File: src/rtl/uart_reg_ctrl.sv
// ---------------------------------------------------------------------------
// uart_reg_ctrl
//   Byte-oriented register-file controller driven by a UART receiver.
//   Frames, one byte per rx_done strobe:
//     write : 'W' (0x57), addr, data  -> response 'K' (0x4B)
//     read  : 'R' (0x52), addr        -> response reg[addr]
//   A bad command byte or an out-of-range address answers '?' (0x3F) and
//   pulses err. Exactly one response byte per accepted or rejected frame is
//   handed to the transmitter with a one-cycle tx_start once tx_busy is low.
//
//   Optional feature macro: CMD_TIMEOUT_EN
//     When defined, a partially received frame is abandoned (err pulse, no
//     response) after TIMEOUT_CYCLES-1 cycles without a new byte. When not
//     defined, the controller waits indefinitely for the next frame byte.
//
// Parameters
//   NUM_REGS       number of 8-bit registers (power of 2, 2..256)
//   TIMEOUT_CYCLES inter-byte timeout in clk cycles (CMD_TIMEOUT_EN only)
// Ports
//   clk       in   system clock, rising edge
//   rst_n     in   synchronous active-low reset
//   rx_data   in   received byte, valid with rx_done
//   rx_done   in   one-cycle strobe for rx_data
//   tx_busy   in   transmitter busy
//   tx_data   out  response byte (changes only on entry to the response state)
//   tx_start  out  one-cycle strobe: send tx_data
//   reg0_out  out  registered copy of register 0
//   err       out  one-cycle strobe on a rejected or abandoned frame
// ---------------------------------------------------------------------------
module uart_reg_ctrl #(
  parameter int NUM_REGS       = 16,
  parameter int TIMEOUT_CYCLES = 1_000_000
) (
  input  logic       clk,
  input  logic       rst_n,
  input  logic [7:0] rx_data,
  input  logic       rx_done,
  input  logic       tx_busy,
  output logic [7:0] tx_data,
  output logic       tx_start,
  output logic [7:0] reg0_out,
  output logic       err
);

  localparam int AW = (NUM_REGS > 1) ? $clog2(NUM_REGS) : 1;

  localparam logic [7:0] CMD_WRITE = 8'h57;
  localparam logic [7:0] CMD_READ  = 8'h52;
  localparam logic [7:0] RSP_OK    = 8'h4B;
  localparam logic [7:0] RSP_BAD   = 8'h3F;

  // Elaboration-time parameter sanity checks.
  if ((NUM_REGS < 2) || (NUM_REGS > 256) || ((NUM_REGS & (NUM_REGS - 1)) != 0)) begin : g_bad_num_regs
    $error("uart_reg_ctrl: NUM_REGS must be a power of 2 in 2..256");
  end
  if (TIMEOUT_CYCLES < 2) begin : g_bad_timeout
    $error("uart_reg_ctrl: TIMEOUT_CYCLES must be at least 2");
  end

  typedef enum logic [1:0] {
    IDLE     = 2'd0,
    GET_ADDR = 2'd1,
    GET_DATA = 2'd2,
    RESP     = 2'd3
  } state_t;

  state_t          state;
  state_t          state_next;
  logic [7:0]      regs [NUM_REGS];
  logic            is_write;
  logic            is_write_next;
  logic [AW-1:0]   addr;
  logic [AW-1:0]   addr_next;
  logic [7:0]      tx_data_next;
  logic            tx_start_next;
  logic            err_next;
  logic            wr_en;
  logic            addr_ok;
  logic            timeout;

  // Address range check done on the full byte so that e.g. 0x20 is not
  // aliased onto 0x00 when NUM_REGS is 16.
  assign addr_ok = ({1'b0, rx_data} < 9'(NUM_REGS));

`ifdef CMD_TIMEOUT_EN
  localparam int CW = $clog2(TIMEOUT_CYCLES) + 1;
  logic [CW-1:0] tmo_cnt;

  // A byte arriving in the expiry cycle wins over the timeout.
  assign timeout = ((state == GET_ADDR) || (state == GET_DATA)) && !rx_done &&
                   (tmo_cnt == CW'(TIMEOUT_CYCLES - 1));

  // Inter-byte cycle counter, cleared by every byte and outside a frame.
  always_ff @(posedge clk) begin
    if (!rst_n) begin
      tmo_cnt <= '0;
    end else if (((state != GET_ADDR) && (state != GET_DATA)) || rx_done || timeout) begin
      tmo_cnt <= '0;
    end else begin
      tmo_cnt <= tmo_cnt + CW'(1);
    end
  end
`else
  assign timeout = 1'b0;
`endif

  // Next-state, response and register-write decode.
  always_comb begin
    state_next    = state;
    is_write_next = is_write;
    addr_next     = addr;
    tx_data_next  = tx_data;
    tx_start_next = 1'b0;
    err_next      = 1'b0;
    wr_en         = 1'b0;
    case (state)
      IDLE: begin
        if (rx_done) begin
          if ((rx_data == CMD_WRITE) || (rx_data == CMD_READ)) begin
            is_write_next = (rx_data == CMD_WRITE);
            state_next    = GET_ADDR;
          end else begin
            tx_data_next = RSP_BAD;
            err_next     = 1'b1;
            state_next   = RESP;
          end
        end else begin
          state_next = IDLE;
        end
      end
      GET_ADDR: begin
        if (rx_done) begin
          if (!addr_ok) begin
            tx_data_next = RSP_BAD;
            err_next     = 1'b1;
            state_next   = RESP;
          end else if (is_write) begin
            addr_next  = rx_data[AW-1:0];
            state_next = GET_DATA;
          end else begin
            addr_next    = rx_data[AW-1:0];
            tx_data_next = regs[rx_data[AW-1:0]];
            state_next   = RESP;
          end
        end else if (timeout) begin
          err_next   = 1'b1;
          state_next = IDLE;
        end else begin
          state_next = GET_ADDR;
        end
      end
      GET_DATA: begin
        if (rx_done) begin
          wr_en        = 1'b1;
          tx_data_next = RSP_OK;
          state_next   = RESP;
        end else if (timeout) begin
          err_next   = 1'b1;
          state_next = IDLE;
        end else begin
          state_next = GET_DATA;
        end
      end
      RESP: begin
        // Bytes arriving here are dropped on purpose.
        if (!tx_busy) begin
          tx_start_next = 1'b1;
          state_next    = IDLE;
        end else begin
          state_next = RESP;
        end
      end
      default: begin
        state_next = IDLE;
      end
    endcase
  end

  // State, frame context and registered outputs.
  always_ff @(posedge clk) begin
    if (!rst_n) begin
      state    <= IDLE;
      is_write <= 1'b0;
      addr     <= '0;
      tx_data  <= 8'h00;
      tx_start <= 1'b0;
      err      <= 1'b0;
    end else begin
      state    <= state_next;
      is_write <= is_write_next;
      addr     <= addr_next;
      tx_data  <= tx_data_next;
      tx_start <= tx_start_next;
      err      <= err_next;
    end
  end

  // Register file; the write lands on the data byte's edge.
  always_ff @(posedge clk) begin
    if (!rst_n) begin
      for (int i = 0; i < NUM_REGS; i++) begin
        regs[i] <= 8'h00;
      end
    end else if (wr_en) begin
      regs[addr] <= rx_data;
    end else begin
      regs <= regs;
    end
  end

  // LED mirror of register 0, one cycle behind the register itself.
  always_ff @(posedge clk) begin
    if (!rst_n) begin
      reg0_out <= 8'h00;
    end else begin
      reg0_out <= regs[0];
    end
  end

endmodule

File: config.mk
export PLATFORM = sky130hd
export DESIGN_NAME = uart_reg_ctrl
export DESIGN_NICKNAME = d
export VERILOG_FILES = /design/src/rtl/uart_reg_ctrl.sv
export SDC_FILE = /design/constraint.sdc
export NUM_CORES = 1
export LEC_CHECK = 0
export ABC_AREA = 1
export BUFFER_PORTS_ARGS = -buffer_cell sky130_fd_sc_hd__buf_2
export CAP_MARGIN = 30
export CORE_ASPECT_RATIO = 1.5
export CORE_MARGIN = 2
export CORE_UTILIZATION = 66
export CTS_CLUSTER_SIZE = 10
export DETAILED_ROUTE_END_ITERATION = 16
export PLACE_DENSITY_LB_ADDON = 0.2
export RECOVER_POWER = 25
export SETUP_SLACK_MARGIN = 0.3
export SLEW_MARGIN = 20
export SYNTH_ARGS = -nofsm -noshare
export SYNTH_HDL_FRONTEND = slang
export SYNTH_SLANG_ARGS = --single-unit
File: constraint.sdc
create_clock -name clk -period 3.2 [get_ports clk]
set_clock_uncertainty 0.15 [all_clocks]
set_input_delay 0 -clock clk [delete_from_list [all_inputs] [get_ports clk]]
set_output_delay 0 -clock clk [all_outputs]
set_load 0.01 [all_outputs]
==> qor.csv <==
stage;metric;value;unit
floorplan;Site Rows;45;
logic_synthesis;leading area contributor after synthesis;dfxtp_1;
timing;fin crit share;0.7243;
drt;Total Wirelength;18550;µm
floorplan;Initial Util;0.6764;
power_and_ir_drop;PnR Total Power;4499;µW
power_and_ir_drop;total power divided by cell area;587.8;nW/µm²
timing;Max Fclk;431.5;MHz
critical_path;Critical Path Start Type;input port;
placed_design;dpl ws;1.030;ns
outcome;failing checks;capacitance limit, slew limit;
timing;final worst slack;0.8823;ns
clocking;Longest Clk Path Bufs;2;
logic_synthesis;ranking of synthesized cells by area;dfxtp_1, nand2_1, a21oi_1, o21ai_0, inv_1;
drt;1st-iter DRT viols;631;
placed_design;DP HPWL;11650;µm
floorplan;die area;11240;µm²
power_and_ir_drop;Comb power frac;0.087;
global_routing;initial antenna violation count;0;
finish;Filler Cell Count;806;
finish;layout cells sized above 1;0.07831;
power_and_ir_drop;Sw Share;0.2394;
finish;Final nets;1002;
outcome;run status;complete, but fails checks;
clocking;Clock Sinks;153;
logic_synthesis;syn nets;993;
timing;# setup viols final;0;
drt;post-route ant nets;0;
power_and_ir_drop;Clk pwr share;0.476;
timing;crit path time final;2.318;ns
clocking;CTS clk-pin slew, worst paths;0.06;ns
floorplan;DIE HEIGHT;128.8;µm
timing;Worst-Margin Slew;1.508;ns
timing;relative slew slack;-0.005195;
finish;Layout area overhead;11.66;%
critical_path;Crit Path Category;input port to flip-flop;
global_routing;total gr overflow;0;
global_routing;vias in the first global route;6086;
finish;Multi-input gate area;3027;µm²
power_and_ir_drop;sequential power share;0.437;
clocking;CTS tree;yes;
timing;final hold vios;0;
power_and_ir_drop;P_int;3422;µW
logic_synthesis;Avg Cell Area, Syn;7.024;µm²
timing;RSZ-0062 raised after global routing;false;
placed_design;I/O Buffers;29;
critical_path;Worst Setup End Kind;flip-flop;
logic_synthesis;flops & latches, synth;153;
global_routing;first-pass GRT wire length;29720;µm
hold_path;Hold/Removal Path Class;input port to flip-flop;
floorplan;die width;87.22;µm
drt;wire per inst;16.67;µm
power_and_ir_drop;peak supply drop;0.0006067;V
finish;storage element area;3063;µm²
drt;Initial DRT Pass Iterations;7;
critical_path;crit-path max FO;37;
logic_synthesis;Yosys warnings;0;
run;# Max-Cap Violations;1;
critical_path;worst path required time;3.38;ns
placed_design;Final GP Congestion;0.9254;
logic_synthesis;Yosys cell types;24;
finish;Finished Core Util;0.7553;
clocking;number of H-tree levels;4;
power_and_ir_drop;Pleak;0.003043;µW
global_routing;largest net degree at the start of global routing;40;
timing;Min Hold Slack;0.04689;ns
logic_synthesis;sequential fraction of the synthesis area;0.4468;
floorplan;Core ar.;10130;µm²
floorplan;Ports;30;
critical_path;worst path arrival time;2.50;ns
logic_synthesis;cells after synthesis;976;
clocking;root buffer cell;clkbuf_16;
power_and_ir_drop;P_sw;1077;µW
drt;Post-route DRC;0;
drt;via count;6546;
global_routing;gr usage total;0.3444;
timing;fin. max-slew vios;38;
logic_synthesis;Synth Cell Area;6855;µm²
clocking;CTS Buf Count;17;
drt;Via density;5.881;
logic_synthesis;top cell type's share of synthesized area;0.4468;
finish;ANT cells;0;
clocking;clock latency at the later pin of the worst-skew pair;0.42;ns
timing;Setup TNS;0;ns
-- routing by layer --
layer / up-vias / wire [µm] / GRT usage
li1: 3192 / - / -
met5: - / 0 / 0
met4: 0 / 1062 / 0.2072
met3: 102 / 1592 / 0.06607
met1: 2927 / 7173 / 0.4160
met2: 325 / 8722 / 0.5622
-- flip-flops by register name, summed over array words and instances (netlist names) --
| name | cells |
|---|---|
| regs | 128 |
| reg0_out | 8 |
| tx_data | 8 |
| addr | 4 |
| state | 2 |
| err | 1 |
| is_write | 1 |
| tx_start | 1 |
-- cell type report --
cell class | instances | share of cell area
multi-input cells | 639 | 0.3954
repair buffers | 54 | 0.04364
clock buffers | 20 | 0.06097
inverters | 120 | 0.05884
well taps | 117 | 0.01912
flip-flops and latches | 153 | 0.4001
clock inverters | 10 | 0.02190
-- stage by stage --
stage,cell area [µm²],cells
final,7655,1113
after global routing,7655,1113
after CTS,7679,1113
after detailed placement,6944,1073
after global placement,6944,1073
after floorplan,6855,976
-- Yosys cell counts, drive strengths merged --
master	instances
clkbuf	32
nand4	15
ha	5
buf	32
a21boi	1
nand3	70
nor2	35
o211ai	2
a21oi	152
nor3	4
dfxtp	153
a31oi	1
nand2	223
inv	120
o21ai	131
-- power groups by stage --
stage	Combinational, µW	Sequential (µW)	Clock [µW]
after floorplan	245	2020	0
after global placement	376	2000	0
after detailed placement	378	2010	0
after CTS	392	1960	2140
after global routing	434	1970	2230
final	393	1960	2140
-- layout by cell type, fill, tap and decap left out, types with 3 or more instances in the layout --
| cell type | synthesis | layout |
|---|---|---|
| dlygate4sd3_1 | 0 | 10 |
| clkbuf_1 | 32 | 19 |
| nor2_4 | 7 | 7 |
| ha_1 | 5 | 5 |
| o21ai_0 | 129 | 129 |
| clkbuf_8 | 0 | 3 |
| a21oi_1 | 152 | 152 |
| buf_4 | 4 | 15 |
| nand3_1 | 69 | 69 |
| nand2_2 | 3 | 3 |
| inv_2 | 9 | 9 |
| clkbuf_16 | 0 | 17 |
| inv_1 | 111 | 111 |
| nand2_1 | 220 | 220 |
| nor2_1 | 28 | 28 |
| bufinv_16 | 0 | 4 |
| nand4_1 | 15 | 15 |
| clkinv_4 | 0 | 3 |
| dfxtp_1 | 153 | 153 |
| buf_2 | 24 | 10 |
-- worst paths after layout --
path | endpoint | slack, ns | from | cells past startpoint
worst min-delay path | regs[56] | 0.05 | rx_data[0] | 4
worst max register to register | regs[106] | 0.94 | state[0] | 7
worst max-delay path | regs[14] | 0.88 | rst_n | 4
worst min register to register | reg0_out[5] | 0.27 | regs[125] | 2
-- what timing repair did --
| action | in CTS | in global routing |
|---|---|---|
| setup buffers | 0 | 0 |
| hold buffers | 10 | 0 |
| hold endpoints to repair | 75 | 0 |
| gates resized for setup | 0 | 0 |
-- worst max-delay path, cell delays in order --
cell	delay, ns
dlygate4sd3_1	0.53
clkbuf_1	1.10
inv_2	0.56
a21oi_1	0.30
-- cell families after synthesis --
group,Yosys count,synth area share
and+or+nand+nor,347,0.2216
AOI/OAI and AO/OA,287,0.2108
DFF,153,0.4468
buffers and inverters,184,0.1117
adders and majority gates,5,0.009126
Note: power is estimated with default switching activity, not from simulation.
